==> config.mk <==
export PLATFORM = sky130hd
export DESIGN_NAME = mem_port_arbiter
export DESIGN_NICKNAME = d
export VERILOG_FILES = /design/src/rtl/mem_port_arbiter.sv
export SDC_FILE = /design/constraint.sdc
export NUM_CORES = 1
export LEC_CHECK = 0
export BUFFER_PORTS_ARGS = -buffer_cell sky130_fd_sc_hd__buf_2
export CORE_AREA = 2 2 205 207
export DETAILED_ROUTE_END_ITERATION = 6
export DIE_AREA = 0 0 207 209
export GPL_ROUTABILITY_DRIVEN = 0
export MAX_ROUTING_LAYER = met4
export SLEW_MARGIN = 15
export SYNTH_ARGS = -nofsm -noshare
export SYNTH_HDL_FRONTEND = slang
export SYNTH_SLANG_ARGS = --single-unit
==> constraint.sdc <==
create_clock -name clk_i -period 3.3 [get_ports clk_i]
set_input_delay 0.33 -clock clk_i [delete_from_list [all_inputs] [get_ports clk_i]]
set_output_delay 0.33 -clock clk_i [all_outputs]
set_load 0.005 [all_outputs]
==> src/rtl/mem_port_arbiter.sv <==
// Arbitrates one single-port 64-bit memory between the fetch and memory stages.
// Data has priority, fetch is forced after STARVE_MAX data grants, and stuck accesses time out.
module mem_port_arbiter #(
    parameter int unsigned STARVE_MAX = 4,
    parameter int unsigned TIMEOUT    = 16
) (
    input  logic        clk_i,
    input  logic        rst_n_i,
    input  logic        if_req_i,
    input  logic [63:0] if_addr_i,
    output logic [63:0] if_rdata_o,
    output logic        if_valid_o,
    output logic        if_err_o,
    output logic        if_stall_o,
    input  logic        dm_req_i,
    input  logic        dm_we_i,
    input  logic [63:0] dm_addr_i,
    input  logic [63:0] dm_wdata_i,
    output logic [63:0] dm_rdata_o,
    output logic        dm_valid_o,
    output logic        dm_err_o,
    output logic        dm_stall_o,
    output logic        mem_req_o,
    output logic        mem_we_o,
    output logic [63:0] mem_addr_o,
    output logic [63:0] mem_wdata_o,
    input  logic [63:0] mem_rdata_i,
    input  logic        mem_ack_i
);
    localparam int unsigned StarveW = $clog2(STARVE_MAX + 1);
    localparam int unsigned TmoW    = $clog2(TIMEOUT + 1);

    typedef enum logic [1:0] {StIdle, StGntI, StGntD} state_e;

    state_e               state_q, state_d;
    logic [StarveW-1:0]   starveCnt_q, starveCnt_d;
    logic [TmoW-1:0]      tmoCnt_q, tmoCnt_d;
    logic                 memReq_q, memReq_d;
    logic                 memWe_q, memWe_d;
    logic [63:0]          memAddr_q, memAddr_d;
    logic [63:0]          memWdata_q, memWdata_d;
    logic [63:0]          ifRdata_q, ifRdata_d;
    logic [63:0]          dmRdata_q, dmRdata_d;
    logic                 ifValid_q, ifValid_d;
    logic                 ifErr_q, ifErr_d;
    logic                 dmValid_q, dmValid_d;
    logic                 dmErr_q, dmErr_d;
    logic                 fetchForced;
    logic                 pickData;

    assign fetchForced = if_req_i && (starveCnt_q == StarveW'(STARVE_MAX));
    assign pickData    = dm_req_i && !fetchForced;

    always_comb begin
        state_d     = state_q;
        starveCnt_d = starveCnt_q;
        tmoCnt_d    = tmoCnt_q;
        memReq_d    = memReq_q;
        memWe_d     = memWe_q;
        memAddr_d   = memAddr_q;
        memWdata_d  = memWdata_q;
        ifRdata_d   = ifRdata_q;
        dmRdata_d   = dmRdata_q;
        ifValid_d   = 1'b0;
        ifErr_d     = 1'b0;
        dmValid_d   = 1'b0;
        dmErr_d     = 1'b0;

        unique case (state_q)
            StIdle: begin
                if (!if_req_i) begin
                    starveCnt_d = '0;
                end
                // A requester finishing this cycle still wins arbitration but is not regranted,
                // so nobody is granted until its stale request has been dropped or re-presented.
                if (pickData) begin
                    if (!dm_valid_o) begin
                        state_d    = StGntD;
                        tmoCnt_d   = '0;
                        memReq_d   = 1'b1;
                        memWe_d    = dm_we_i;
                        memAddr_d  = dm_addr_i;
                        memWdata_d = dm_wdata_i;
                        if (if_req_i && (starveCnt_q < StarveW'(STARVE_MAX))) begin
                            starveCnt_d = starveCnt_q + StarveW'(1);
                        end
                    end
                end else if (if_req_i) begin
                    if (!if_valid_o) begin
                        state_d     = StGntI;
                        tmoCnt_d    = '0;
                        memReq_d    = 1'b1;
                        memWe_d     = 1'b0;
                        memAddr_d   = if_addr_i;
                        memWdata_d  = '0;
                        starveCnt_d = '0;
                    end
                end
            end
            StGntI, StGntD: begin
                if (mem_ack_i) begin
                    state_d  = StIdle;
                    memReq_d = 1'b0;
                    if (state_q == StGntD) begin
                        dmRdata_d = memWe_q ? 64'd0 : mem_rdata_i;
                        dmValid_d = 1'b1;
                    end else begin
                        ifRdata_d = mem_rdata_i;
                        ifValid_d = 1'b1;
                    end
                end else if (tmoCnt_q == TmoW'(TIMEOUT - 1)) begin
                    state_d  = StIdle;
                    memReq_d = 1'b0;
                    if (state_q == StGntD) begin
                        dmRdata_d = '0;
                        dmValid_d = 1'b1;
                        dmErr_d   = 1'b1;
                    end else begin
                        ifRdata_d = '0;
                        ifValid_d = 1'b1;
                        ifErr_d   = 1'b1;
                    end
                end else begin
                    tmoCnt_d = tmoCnt_q + TmoW'(1);
                end
            end
            default: state_d = StIdle;
        endcase
    end

    always_ff @(posedge clk_i) begin
        if (!rst_n_i) begin
            state_q     <= StIdle;
            starveCnt_q <= '0;
            tmoCnt_q    <= '0;
            memReq_q    <= 1'b0;
            memWe_q     <= 1'b0;
            memAddr_q   <= '0;
            memWdata_q  <= '0;
            ifRdata_q   <= '0;
            dmRdata_q   <= '0;
            ifValid_q   <= 1'b0;
            ifErr_q     <= 1'b0;
            dmValid_q   <= 1'b0;
            dmErr_q     <= 1'b0;
        end else begin
            state_q     <= state_d;
            starveCnt_q <= starveCnt_d;
            tmoCnt_q    <= tmoCnt_d;
            memReq_q    <= memReq_d;
            memWe_q     <= memWe_d;
            memAddr_q   <= memAddr_d;
            memWdata_q  <= memWdata_d;
            ifRdata_q   <= ifRdata_d;
            dmRdata_q   <= dmRdata_d;
            ifValid_q   <= ifValid_d;
            ifErr_q     <= ifErr_d;
            dmValid_q   <= dmValid_d;
            dmErr_q     <= dmErr_d;
        end
    end

    assign mem_req_o   = memReq_q;
    assign mem_we_o    = memWe_q;
    assign mem_addr_o  = memAddr_q;
    assign mem_wdata_o = memWdata_q;
    assign if_rdata_o  = ifRdata_q;
    assign if_valid_o  = ifValid_q;
    assign if_err_o    = ifErr_q;
    assign dm_rdata_o  = dmRdata_q;
    assign dm_valid_o  = dmValid_q;
    assign dm_err_o    = dmErr_q;
    assign if_stall_o  = if_req_i & ~ifValid_q;
    assign dm_stall_o  = dm_req_i & ~dmValid_q;

endmodule
==> impl.org <==
** Clock tree
- CTS built an H-tree with a depth of 1.
- TritonCTS created 30 clock buffers.
- Clk Tree Root Cell :: clkbuf_16
- Clock-pin transition on the worst setup and hold timing paths :: 0.06 ns
- The later pin in the worst-skew pair is clocked with a latency of 0.57 ns.
- Resized Gates After CTS :: 0
- Sink count of the clock tree :: 272
- CTS max path bufs :: 3
- TritonCTS built the clock tree.

** Logic synthesis
- Area contributors post-synth :: dfxtp_1 52%, a211oi_2 7.2%, mux2i_1 6.6%
- Summed over its instances, the top area cell type makes up 52.4% of the synthesized netlist area.
- For this run, the leading register cell type out of synthesis is dfxtp_1.
- In the synthesized netlist, the number of instances is 978.
- Sequential cell area fraction in the yosys report :: 52.4%
- In the synthesized netlist the async set-or-reset flop fraction comes to 0%.
- Distinct cell type count of the synthesized netlist :: 43
- Post-Synthesis Cell Area :: 10,400 um2
- A synthesized cell averages 10.6 um2.
- Count of yosys warnings during synthesis :: 0
- Number of synthesized register bits :: 272
- Yosys mapped a number of flops with a built-in enable equal to 0.
- Net count of the mapped netlist :: 1,246
- Cell taking the most area after synthesis :: dfxtp_1

** Layout
- In the final layout, the share of cells above drive strength 1 is 43.2%.
- Sequential cell area :: 5450 um2
- The multi-input combinational cells in the finished layout cover a total of 4450 um2.
- Growth of design area from synthesis to finish :: 48.2%
- At the end of the flow, the number of nets in the layout was 1,809.
- Most frequent standard cell in the layout excluding fill and tap cells :: buf_2
- Layout filler cell count :: 4,140
- The top cell types in the final layout, fill and taps aside, are 524 x buf_2, 272 x dfxtp_1, 136 x a21oi_1.

** GRT
- Initial antenna violation count :: 3
- Number of global-route vias before repair :: 9,928
- Global routing consumed, over all layers together, 15.7% of the routing resources.
- Largest net degree at the start of global routing :: 131
- Global-route wire length before repair :: 54.4 mm
- GRT overflow :: 0

** Outcome
- The flow ran to the end, and the final reports show no timing, DRC or antenna violations.

** Placement
- Detail Placement HPWL :: 24.7 mm
- Port buffering added 525 buffers.

** Detailed routing
- For this block, the initial DRC count from the detailed router was 494.
- Drt via density :: 4.77
- For this block, the routed nets add up to 35.4 mm of wire.
- Final antenna-violating net count :: 0
- For this block, the via count after detailed routing is 10,100.
- Drt wl/cell :: 16.8 um
- DRC Markers :: 0
- The first detailed-routing pass ran for 5 iterations.

** Setup path
- STA classifies the critical path endpoint as a flip-flop.
- At the worst endpoint, the arrival time is 2.89 ns.
- Cell-by-cell trace of the critical path :: ha_1 -> and3_1 -> ha_1 -> o21ai_2 -> nand2b_2 -> buf_4 -> nand2_1 -> a21oi_1
- Delay contributed by the slowest stage of the critical path :: 0.60 ns
- Required time reported for the critical path endpoint :: 3.80 ns
- Counting stages on the worst path, the most repeated cell is ha_1.
- The slowest stage of the critical path belongs to the cell nand2b_2.
- Kind of critical path :: flip-flop to flip-flop
- Peak fanout along the critical path :: 27
- R2r setup slk :: 0.90 ns
- The worst setup path is launched from a flip-flop.

** Pwr
- Comb power frac :: 19.4%
- Cell leakage power :: 0.00696 uW
- Switching Fraction :: 28.1%
- The analysis attributes to net switching a power of 2480 uW.
- Peak ir drop on the vdd network :: 424 uV
- Per report_power, the sequential group accounts for 41.8% of the total.
- The internal portion of the total power is 6340 uW.
- Relative contribution of the clock network to total power :: 38.8%
- Power spread over the standard cell area amounts to 573 nW/um2.

** Floorplanning
- For this design the top-level I/O count stands at 526.
- Die outline area :: 43,300 um2
- Core outline area :: 41,300 um2
- The floorplan has 75 rows.
- From left edge to right edge, the die measures 207 um.
- Die height :: 209 um
- Starting utilization of the core area :: 25.2%

** STA
- For the pin with the worst max-slew slack, the measured transition is 0.741 ns.
- Headroom to the max-slew limit came out at 50.6%.
- Static timing analysis puts the maximum clock frequency at 0.417 GHz.
- Post-route minimum period :: 2.40 ns
- Final total negative setup slack :: 0 ns
- Across the routed clock network, the largest skew measured is 0.0327 ns.
- Worst slack on hold paths :: 0.0273 ns
- Setup violations remaining at the end of the flow were counted as 0.
- RSZ-0062 raised after global routing :: false
- Fin crit share :: 72.7%
- The number of max-slew violations in the final report was 0.
- The hold violation total from the final report was 0.

** Worst hold path
- Worst hold path type :: primary input to flip-flop

** Job
- Across the run, the number of max-cap violations was 0.
registers in the layout, indices dropped and copies added (netlist names):
register / cells
mem_req_o: 1
state_q: 2
dm_valid_o: 1
dm_rdata_o: 64
starveCnt_q: 3
tmoCnt_q: 5
if_rdata_o: 64
mem_addr_o: 64
mem_wdata_o: 64
if_err_o: 1
mem_we_o: 1
dm_err_o: 1
if_valid_o: 1
power groups by stage:
| stage | clock network [uW] | registers [uW] | logic (uW) |
|---|---|---|---|
| global route | 3670 | 3720 | 1860 |
| global placement | 0 | 3750 | 1610 |
| floorplan | 0 | 3770 | 930 |
| detailed placement | 0 | 3750 | 1640 |
| CTS | 3540 | 3690 | 1730 |
| finish | 3420 | 3690 | 1720 |
area by class of cell:
class | instances | area share [%]
Sequential cell | 272 | 35.4
Clock inverter | 13 | 0.894
Tap cell | 539 | 4.38
Clock buffer | 42 | 5.76
Inverter | 12 | 0.325
Multi-Input combinational cell | 593 | 28.9
Antenna cell | 4 | 0.0650
Timing Repair Buffer | 632 | 24.3
worst max-delay path, delay by kind of cell (launching register included):
family / cells / cell delay (ns)
flops: 1 / 0.32
fa+ha+maj: 2 / 0.44
compound gates: 2 / 0.41
buf+inv: 1 / 0.28
simple gates: 3 / 0.87
metal layers:
metal,global-route usage (%),wire [um]
met1,18.6,14600
met3,4.37,2830
met5,-,0
met4,6.21,1120
met2,25.3,16800
Yosys cell counts, types with 2 or more instances:
cell / count
dfxtp_1: 272
a21oi_1: 137
nand2_1: 73
mux2i_1: 69
nand3_1: 68
a22o_1: 65
a32o_1: 64
a211oi_2: 60
clkbuf_1: 49
buf_2: 29
buf_4: 15
inv_1: 12
ha_1: 6
buf_6: 5
o21ai_0: 5
a211oi_1: 4
nor2_1: 4
and3_1: 3
buf_1: 3
nand2b_1: 3
nor3b_1: 3
nor4_1: 3
o2bb2ai_1: 3
nor2_2: 2
o22ai_1: 2
or3_1: 2
worst paths after layout:
path	endpoint	from	cells after the start
setup / recovery	if_rdata_o[62]	tmoCnt_q[0]	8
hold / removal	mem_wdata_o[59]	dm_wdata_i[59]	2
hold reg to reg	if_rdata_o[52]	if_rdata_o[52]	2
setup reg to reg	if_rdata_o[62]	tmoCnt_q[0]	8
through the flow:
| step | power [uW] | cell area [um2] | utilization, % | cells | setup WS (ns) |
|---|---|---|---|---|---|
| after detailed placement | 5400 | 13500 | 32.7 | 1963 | 0.874 |
| after floorplan | 4700 | 10400 | - | 978 | 1.43 |
| after CTS | 8950 | 15400 | 37.3 | 2103 | 0.879 |
| final | 8830 | 15400 | 37.3 | 2107 | 0.902 |
| after global placement | 5360 | 13500 | 32.7 | 1963 | 0.979 |
| after global routing | 9250 | 15400 | 37.3 | 2106 | 0.699 |
cell families (layout without fill, tap and decap cells):
kind of cell	after synthesis	count (layout)	synth area share, %
other cells	0	4	0
fa+ha+maj	6	6	0.723
flops	272	272	52.4
simple gates	170	170	7.72
buf+inv	113	699	5.34
mux	69	69	6.65
compound gates	348	348	27.2
repair_timing:
item | CTS | global route
hold endpoints to repair | 86 | 0
setup endpoints to repair | 0 | 0
setup buffers | 0 | 0
hold buffers | 85 | 0
No activity file was read; power rests on OpenSTA's default activity.
